$ cat src/rtl/counter_src_mux_if.sv
// Signal bundle between the counter clock/data sources and the AND-OR source selector.
// master drives data/select/control; slave (the selector) drives the selected output and status.
interface counter_src_mux_if #(
    parameter int WIDTH    = 1,
    parameter int CHANNELS = 2
);
    logic [CHANNELS*WIDTH-1:0] data;
    logic [CHANNELS-1:0]       sel;
    logic                      sel_strobe;
    logic                      sync_pulse;
    logic                      hold;
    logic [WIDTH-1:0]          z;
    logic [CHANNELS-1:0]       active_sel;
    logic                      pending;
    logic                      changed;

    modport master (
        output data, sel, sel_strobe, sync_pulse, hold,
        input  z, active_sel, pending, changed
    );

    modport slave (
        input  data, sel, sel_strobe, sync_pulse, hold,
        output z, active_sel, pending, changed
    );
endinterface

$ cat src/rtl/counter_src_mux.sv
// N-channel AND-OR source selector with a latched select request that is committed
// only at a sync point, so the counter chain never sees a mid-period source change.
module counter_src_mux #(
    parameter int WIDTH    = 1,
    parameter int CHANNELS = 2,
    parameter bit REGOUT   = 1'b1
) (
    input  logic               MasterClock,
    input  logic               RESETL,
    counter_src_mux_if.slave   bus
);

    typedef enum logic {IDLE, PENDING} state_e;

    state_e              state_q, state_d;
    logic [CHANNELS-1:0] pend_sel_q, pend_sel_d;
    logic [CHANNELS-1:0] act_sel_q, act_sel_d;
    logic                changed_q;
    logic                commit;
    logic [WIDTH-1:0]    zc;

    // A commit needs a captured request, a sync point and no freeze.
    assign commit = (state_q == PENDING) && bus.sync_pulse && !bus.hold;

    // NOTE: every always_comb output gets a default first so no path can infer a latch.
    always_comb begin
        state_d    = state_q;
        pend_sel_d = pend_sel_q;
        act_sel_d  = act_sel_q;
        unique case (state_q)
            IDLE: begin
                if (bus.sel_strobe) begin
                    pend_sel_d = bus.sel;
                    state_d    = PENDING;
                end
            end
            PENDING: begin
                if (commit) begin
                    act_sel_d = pend_sel_q;
                    state_d   = IDLE;
                end
                if (bus.sel_strobe) begin
                    pend_sel_d = bus.sel;
                    state_d    = PENDING;
                end
            end
            default: state_d = IDLE;
        endcase
    end

    // NOTE: sequential state uses non-blocking assignments so all registers update together.
    always_ff @(posedge MasterClock or negedge RESETL) begin
        if (!RESETL) begin
            state_q    <= IDLE;
            pend_sel_q <= '0;
            act_sel_q  <= '0;
            changed_q  <= 1'b0;
        end else begin
            state_q    <= state_d;
            pend_sel_q <= pend_sel_d;
            act_sel_q  <= act_sel_d;
            changed_q  <= commit;
        end
    end

    always_comb begin
        zc = '0;
        for (int i = 0; i < CHANNELS; i++) begin
            zc = zc | (bus.data[i*WIDTH +: WIDTH] & {WIDTH{act_sel_q[i]}});
        end
    end

    generate
        if (REGOUT) begin : g_reg_out
            logic [WIDTH-1:0] z_q;
            always_ff @(posedge MasterClock or negedge RESETL) begin
                if (!RESETL) begin
                    z_q <= '0;
                end else if (!bus.hold) begin
                    z_q <= zc;
                end
            end
            assign bus.z = z_q;
        end else begin : g_comb_out
            assign bus.z = zc;
        end
    endgenerate

    assign bus.active_sel = act_sel_q;
    assign bus.pending    = (state_q == PENDING);
    assign bus.changed    = changed_q;

endmodule

$ cat src/flat_wrapper.sv
// flat-port wrapper written by rule: the top's interface ports become plain ports
module counter_src_mux_flat 
#(
    parameter int WIDTH    = 1,
    parameter int CHANNELS = 2,
    parameter bit REGOUT   = 1'b1
)
  (MasterClock, RESETL, bus_data, bus_sel, bus_sel_strobe, bus_sync_pulse, bus_hold, bus_z, bus_active_sel, bus_pending, bus_changed);
  counter_src_mux_if #(.WIDTH(WIDTH), .CHANNELS(CHANNELS)) bus_i ();
  input  logic MasterClock;
  input  logic RESETL;
  input wire logic [$bits(bus_i.data)-1:0] bus_data;
  input wire logic [$bits(bus_i.sel)-1:0] bus_sel;
  input wire logic [$bits(bus_i.sel_strobe)-1:0] bus_sel_strobe;
  input wire logic [$bits(bus_i.sync_pulse)-1:0] bus_sync_pulse;
  input wire logic [$bits(bus_i.hold)-1:0] bus_hold;
  output wire logic [$bits(bus_i.z)-1:0] bus_z;
  output wire logic [$bits(bus_i.active_sel)-1:0] bus_active_sel;
  output wire logic [$bits(bus_i.pending)-1:0] bus_pending;
  output wire logic [$bits(bus_i.changed)-1:0] bus_changed;
  assign bus_i.data = bus_data;
  assign bus_i.sel = bus_sel;
  assign bus_i.sel_strobe = bus_sel_strobe;
  assign bus_i.sync_pulse = bus_sync_pulse;
  assign bus_i.hold = bus_hold;
  assign bus_z = bus_i.z;
  assign bus_active_sel = bus_i.active_sel;
  assign bus_pending = bus_i.pending;
  assign bus_changed = bus_i.changed;
  counter_src_mux #(.WIDTH(WIDTH), .CHANNELS(CHANNELS), .REGOUT(REGOUT)) u_core (.MasterClock(MasterClock), .RESETL(RESETL), .bus(bus_i));
endmodule
$ cat config.mk
export PLATFORM = sky130hd
export DESIGN_NAME = counter_src_mux_flat
export DESIGN_NICKNAME = d
export VERILOG_FILES = /design/src/rtl/counter_src_mux_if.sv /design/src/rtl/counter_src_mux.sv /design/src/flat_wrapper.sv
export SDC_FILE = /design/constraint.sdc
export NUM_CORES = 1
export LEC_CHECK = 0
export ABC_AREA = 1
export BUFFER_PORTS_ARGS = -buffer_cell sky130_fd_sc_hd__buf_4
export CELL_PAD_IN_SITES_DETAIL_PLACEMENT = 1
export CELL_PAD_IN_SITES_GLOBAL_PLACEMENT = 2
export CORE_MARGIN = 8
export CORE_UTILIZATION = 19
export DETAILED_ROUTE_END_ITERATION = 6
export GPL_TIMING_DRIVEN = 0
export PLACE_DENSITY = 0.69
export SYNTH_ARGS = -nofsm -noshare
export SYNTH_HDL_FRONTEND = slang
export SYNTH_SLANG_ARGS = --single-unit
$ cat constraint.sdc
create_clock -name MasterClock -period 0.8 [get_ports MasterClock]
set_input_delay 0.16 -clock MasterClock [delete_from_list [all_inputs] [get_ports MasterClock]]
set_output_delay 0.16 -clock MasterClock [all_outputs]
set_load 0.02 [all_outputs]
==> results of run 1 <==
repair_timing:
item / CTS / global route
setup buffers: 3 / 1
resized for setup: 6 / 0
hold buffers: 1 / 0
hold endpoints to repair: 7 / 0
endpoints found under the setup margin: 5 / 10
placed cells by master, fill, tap and decap left out:
cell type       n
inv_1           2
dfrtp_2         1
nand2_1        18
inv_2           1
buf_6           5
clkbuf_4        3
dfrtp_1         6
buf_4          12
clkbuf_1        1
nand3_4         1
nand4_1         2
dlygate4sd3_1   1
path summary, 6_finish.rpt:
path	slack, ns	from	endpoint	cells past startpoint
worst max-delay path	-0.14	u_core.bus.pending$_DFF_PN0_	bus_pending	1
worst min-delay path	0.11	bus_sel[0]	u_core.pend_sel_q[0]$_DFFE_PN0P_	3
worst max register to register	-0.02	u_core.bus.pending$_DFF_PN0_	u_core.bus.pending$_DFF_PN0_	4
worst min register to register	0.48	u_core.pend_sel_q[0]$_DFFE_PN0P_	u_core.pend_sel_q[0]$_DFFE_PN0P_	2
max in group asynchronous	0.39	RESETL	u_core.bus.pending$_DFF_PN0_	2
min in group asynchronous	0.28	RESETL	u_core.pend_sel_q[1]$_DFFE_PN0P_	2
cells by family after synthesis:
| logic type | count (synthesis) | synth area share (%) |
|---|---|---|
| buffers and inverters | 3 | 4.072 |
| flip-flops | 7 | 63.35 |
| AND/OR/NAND/NOR | 21 | 32.58 |
state kept, by name (all words and copies together), names as in the netlist:
| name | count |
|---|---|
| u_core.bus.pending | 1 |
| u_core.bus.changed | 1 |
| u_core.pend_sel_q | 2 |
| u_core.bus.z | 1 |
| u_core.bus.active_sel | 2 |
area by class of cell:
| class | instances | share of cell area [%] |
|---|---|---|
| flip-flops and latches | 7 | 36.25 |
| inverters | 3 | 2.314 |
| multi-input cells | 21 | 20.05 |
| repair buffers | 18 | 32.13 |
| well taps | 15 | 3.856 |
| clock buffers | 4 | 5.398 |
layer usage:
layer | wire (um) | vias to the layer above | GRT usage [%]
met1 | 278 | 128 | 5.280
met4 | 6 | 0 | 4.918
met2 | 421 | 9 | 11.45
met3 | 71 | 2 | 2.755
met5 | 0 | - | 0
li1 | - | 140 | -
per-stage QoR:
step	area [um2]	instances	utilization, %	setup TNS (ns)
floorplan	277.8	31	-	0
global placement	394.1	59	29.55	0
detailed placement	394.1	59	29.55	0
CTS	479.2	67	35.93	-0.7381
global route	486.7	68	36.49	-1.053
finish	486.7	68	36.49	-0.6888
where the power goes:
| part | internal, mW | switching (mW) | leakage, nW |
|---|---|---|---|
| registers | 0.397 | 0.0278 | 0.0850 |
| logic | 0.148 | 0.123 | 0.172 |
| clock network | 0.190 | 0.124 | 0.0150 |
| total | 0.735 | 0.275 | 0.272 |
==> summary.md, run 1 <==
| Metric | Value |
|---|---|
| Outcome | finished with violations |
| Failing checks | setup timing |
| CTS Root Cell | clkbuf_4 |
| Vias | 279 |
| Crit start category | flip-flop |
| WL/cell | 11.44 um |
| Initial Util | 20.73% |
| Initial antenna violation count | 0 |
| Synthesized net count | 40 |
| Vias in the first global route | 311 |
| Worst-case clock buffer depth | 2 |
| Grt total ovfl | 0 |
| Final setup viols | 10 |
| Crit path max-delay family | flip-flops |
| Drt initial violations | 0 |
| Distinct cell type count after synthesis | 6 |
| Ys flop type | dfrtp_1 |
| Port Buffers | 13 |
| RSZ-0062 raised after global routing | yes |
| Mapped Avg Cell Area | 8.920 um2 |
| Crit path max fanout | 2 |
| Largest net degree at the start of global routing | 8 |
| Area contributors post-synth | dfrtp_1, nand2_1, nand4_1, nand3_2, inv_1 |
| Core area | 0.001334 mm2 |
| Number of H-tree levels | 1 |
| Register area | 176.4 um2 |
| Top-area cell type share of the netlist area | 63.35% |
| Total CTS buffers | 3 |
| Worst setup EP type | primary output |
| Row count | 13 |
| Final min period | 0.9391 ns |
| Netlist Area Pre-Place | 276.5 um2 |
| DR pass1 iterations | 1 |
| Delay of the slowest critical-path stage | 0.40 ns |
| Cell Chain, Critical Path | buf_6 |
| Synth area leader | dfrtp_1 |
| Final nets | 63 |
| Slowest cell on the critical path | dfrtp_2 |
| Req. time, crit path | 0.64 ns |
| Detail Route Antenna Nets | 0 |
| Overall power | 1.009 mW |
| Buffer and inverter count on the worst path | 1 |
| Most common cell in the netlist | nand2_1 |
| Most instantiated cells after synthesis | nand2_1, dfrtp_1, inv_1, nand4_1 |
| Maximum vdd ir drop | 0.5219 mV |
| Multi-input logic area | 97.59 um2 |
| Clock sink count | 7 |
| Final Hold Fails | 0 |
| Slew Limit Fails | 0 |
| First-pass GRT wire length | 1304 um |
| Final worst slack | -0.1391 ns |
| Final worst path period share | 117.4% |
| RD Place Congestion | 0.6778 |
| Cells after Synth | 31 |
| Filler Cells Inserted | 171 |
| Worst EP arrival | 0.78 ns |
| Die width | 54.15 um |
| P&R area growth vs syn | 76.02% |
| Die area | 0.002932 mm2 |
| Vias per cell | 4.103 |
| Pwr/cell area | 2074 mW/mm2 |
| Pleak | 0.2723 nW |
| Critical path type | reg -> out |
| Seq/Total Area, Yosys | 63.35% |
| Hold Crit Class | in -> reg |
| Hold WS | 0.1130 ns |
| Worst slew pin tran | 0.1026 ns |
| Num ports | 14 |
| Slew margin rel. | 93.16% |
| Post-route DRC | 0 |
| Pre-CTS setup slack | 0.05823 ns |
| Share of cells above drive strength 1 | 43.40% |
| Clock slew at reported path FFs | 0.05 ns |
| Asr flop ratio synth | 100.0% |
| CTS tree | built |
| ANT cells | 0 |
| Max-cap violations | 0 |
| GRT Util Overall | 6.342% |
| Max Freq | 1065 MHz |
| Yosys warning total | 0 |
| Worst Clk Skew | 0.0001641 ns |
| Post-synth EDFFs | 0 |
| WL final | 778 um |
| Yosys reg bits | 7 |
| Vert. Die Dim | 54.15 um |
| Skew-Pair Late Insertion Delay | 0.24 ns |
Note: power is estimated with default switching activity, not from simulation.
==> run 2: changes to the inputs <==
--- a/config.mk
+++ b/config.mk
@@ -14,6 +14,7 @@
 export DETAILED_ROUTE_END_ITERATION = 6
 export GPL_TIMING_DRIVEN = 0
 export PLACE_DENSITY = 0.69
+export REMOVE_ABC_BUFFERS = 1
 export SYNTH_ARGS = -nofsm -noshare
 export SYNTH_HDL_FRONTEND = slang
 export SYNTH_SLANG_ARGS = --single-unit
==> run 2 against run 1 <==
The run still ends with setup timing left. Wire length decreased by 3.0%. Flip-flop and latch count unchanged. Die area unchanged. Hold slack improved by 0.0013 ns. Total power decreased by 0.58%. Register-to-register slack about the same. Sequential power about the same. Largest power group unchanged. Maximum frequency increased by 0.43%. Critical path depth unchanged.
==> summary.md, run 2 (synthesis results as in run 1) <==
| Metric | Value |
|---|---|
| Outcome | finished with violations |
| Failing checks | setup timing |
| Final worst slack | -0.1351 ns |
| Grt total ovfl | 0 |
| Final worst path period share | 116.9% |
| Leading cell type in the layout, fill and taps excluded | nand2_1 |
| M1 WL | 268 um |
| Row count | 13 |
| GRT Util Overall | 5.908% |
| Register area | 175.2 um2 |
| Maximum vdd ir drop | 0.7270 mV |
| Largest net degree at the start of global routing | 8 |
| Buffer and inverter count on the worst path | 1 |
| Hold WS | 0.1143 ns |
| Pwr/cell area | 2089 mW/mm2 |
| Commonest non-fill, non-tap cells in the layout | nand2_1, buf_4, dfrtp_1, buf_6, clkbuf_4 |
| Share of cells above drive strength 1 | 42.31% |
| Area of placed instances | 392.9 um2 |
| Port Buffers | 13 |
| Skew-Pair Late Insertion Delay | 0.24 ns |
| Pre-CTS setup slack | 0.01895 ns |
| Total CTS buffers | 3 |
| RSZ-0062 raised after global routing | yes |
| Drt initial violations | 0 |
| Design Area, Final | 480.5 um2 |
| Vias | 278 |
| WL/cell | 11.27 um |
| Worst-case clock buffer depth | 2 |
| Slew margin rel. | 92.90% |
| Hold Crit Class | in -> reg |
| Final nets | 62 |
| Die width | 54.15 um |
| Clock sink count | 7 |
| Die area | 0.002932 mm2 |
| Multi-input logic area | 100.1 um2 |
| Placed cell count | 59 |
| Worst slew pin tran | 0.1065 ns |
| Slowest cell on the critical path | dfrtp_1 |
| Crit path max fanout | 2 |
| Crit path max-delay family | flip-flops |
| P&R area growth vs syn | 73.76% |
| Final setup viols | 9 |
| Worst Clk Skew | 0.0006602 ns |
| Worst setup EP type | primary output |
| Initial antenna violation count | 0 |
| Met2 WL post-DR | 389 um |
| Detail Route Antenna Nets | 0 |
| Core area | 0.001334 mm2 |
| CTS tree | built |
| Vert. Die Dim | 54.15 um |
| Max-cap violations | 0 |
| Vias in the first global route | 302 |
| Post-layout util | 36.02% |
| Worst EP arrival | 0.78 ns |
| Num ports | 14 |
| Filler Cells Inserted | 165 |
| Slew Limit Fails | 0 |
| Vias per cell | 4.149 |
| ANT cells | 0 |
| Crit start category | flip-flop |
| Number of H-tree levels | 1 |
| WL final | 755 um |
| RD Place Congestion | 0.6618 |
| Pleak | 0.2679 nW |
| Critical path type | reg -> out |
| Post-route DRC | 0 |
| Max Freq | 1069 MHz |
| DR top layer | met4 |
| Req. time, crit path | 0.64 ns |
| Dpl hpwl | 605.4 um |
| Overall power | 1.004 mW |
| DR pass1 iterations | 1 |
| Delay of the slowest critical-path stage | 0.39 ns |
| Routed wl met3 | 85 um |
| Clock slew at reported path FFs | 0.05 ns |
| First-pass GRT wire length | 1221 um |
| Setup TNS | -0.6817 ns |
| Non-Filler Instances | 67 |
| Cell Chain, Critical Path | buf_6 |
| Final min period | 0.9351 ns |
| CTS Root Cell | clkbuf_4 |
| Final Hold Fails | 0 |
| Initial Util | 20.73% |
## run 2: cell count changes in the layout (fill, tap and decap cells not counted), sizes merged
cell | before | now
buf | 17 | 16
## run 2: layer usage
metal	track usage, %	vias up
met4	4.918	0
met5	0	-
met1	5.443	127
li1	-	140
met3	3.306	2
met2	9.351	9
## run 2: worst paths after layout
check                                                 startpoint                                    to  slack [ns]  depth (start not counted)
worst max-delay path                u_core.bus.pending$_DFF_PN0_                           bus_pending       -0.14                          1
worst min-delay path                                  bus_sel[1]      u_core.pend_sel_q[1]$_DFFE_PN0P_        0.11                          3
worst max register to register      u_core.bus.pending$_DFF_PN0_          u_core.bus.pending$_DFF_PN0_       -0.02                          4
worst min register to register  u_core.pend_sel_q[0]$_DFFE_PN0P_      u_core.pend_sel_q[0]$_DFFE_PN0P_        0.49                          2
max in group asynchronous                                 RESETL  u_core.bus.active_sel[0]$_DFFE_PN0P_        0.40                          2
min in group asynchronous                                 RESETL          u_core.bus.pending$_DFF_PN0_        0.28                          2
## run 2: final cells by class
| cell class | instances | area share, % |
|---|---|---|
| inverters | 3 | 2.344 |
| repair buffers | 17 | 30.99 |
| flip-flops and latches | 7 | 36.46 |
| clock buffers | 4 | 5.469 |
| well taps | 15 | 3.906 |
| multi-input cells | 21 | 20.83 |
## run 2: report_power, final
part	switching (mW)	internal, mW	leakage, nW
registers	0.0272	0.396	0.0856
clock network	0.126	0.190	0.0150
logic	0.124	0.140	0.167
total	0.278	0.726	0.268
## run 2: repair_timing
item / 4_1_cts / 5_1_grt
hold buffers: 1 / 0
setup endpoints to repair: 5 / 10
gates cloned: 0 / 0
gates resized for setup: 5 / 2
buffers inserted: 3 / 0
endpoints found under the hold margin: 7 / 0
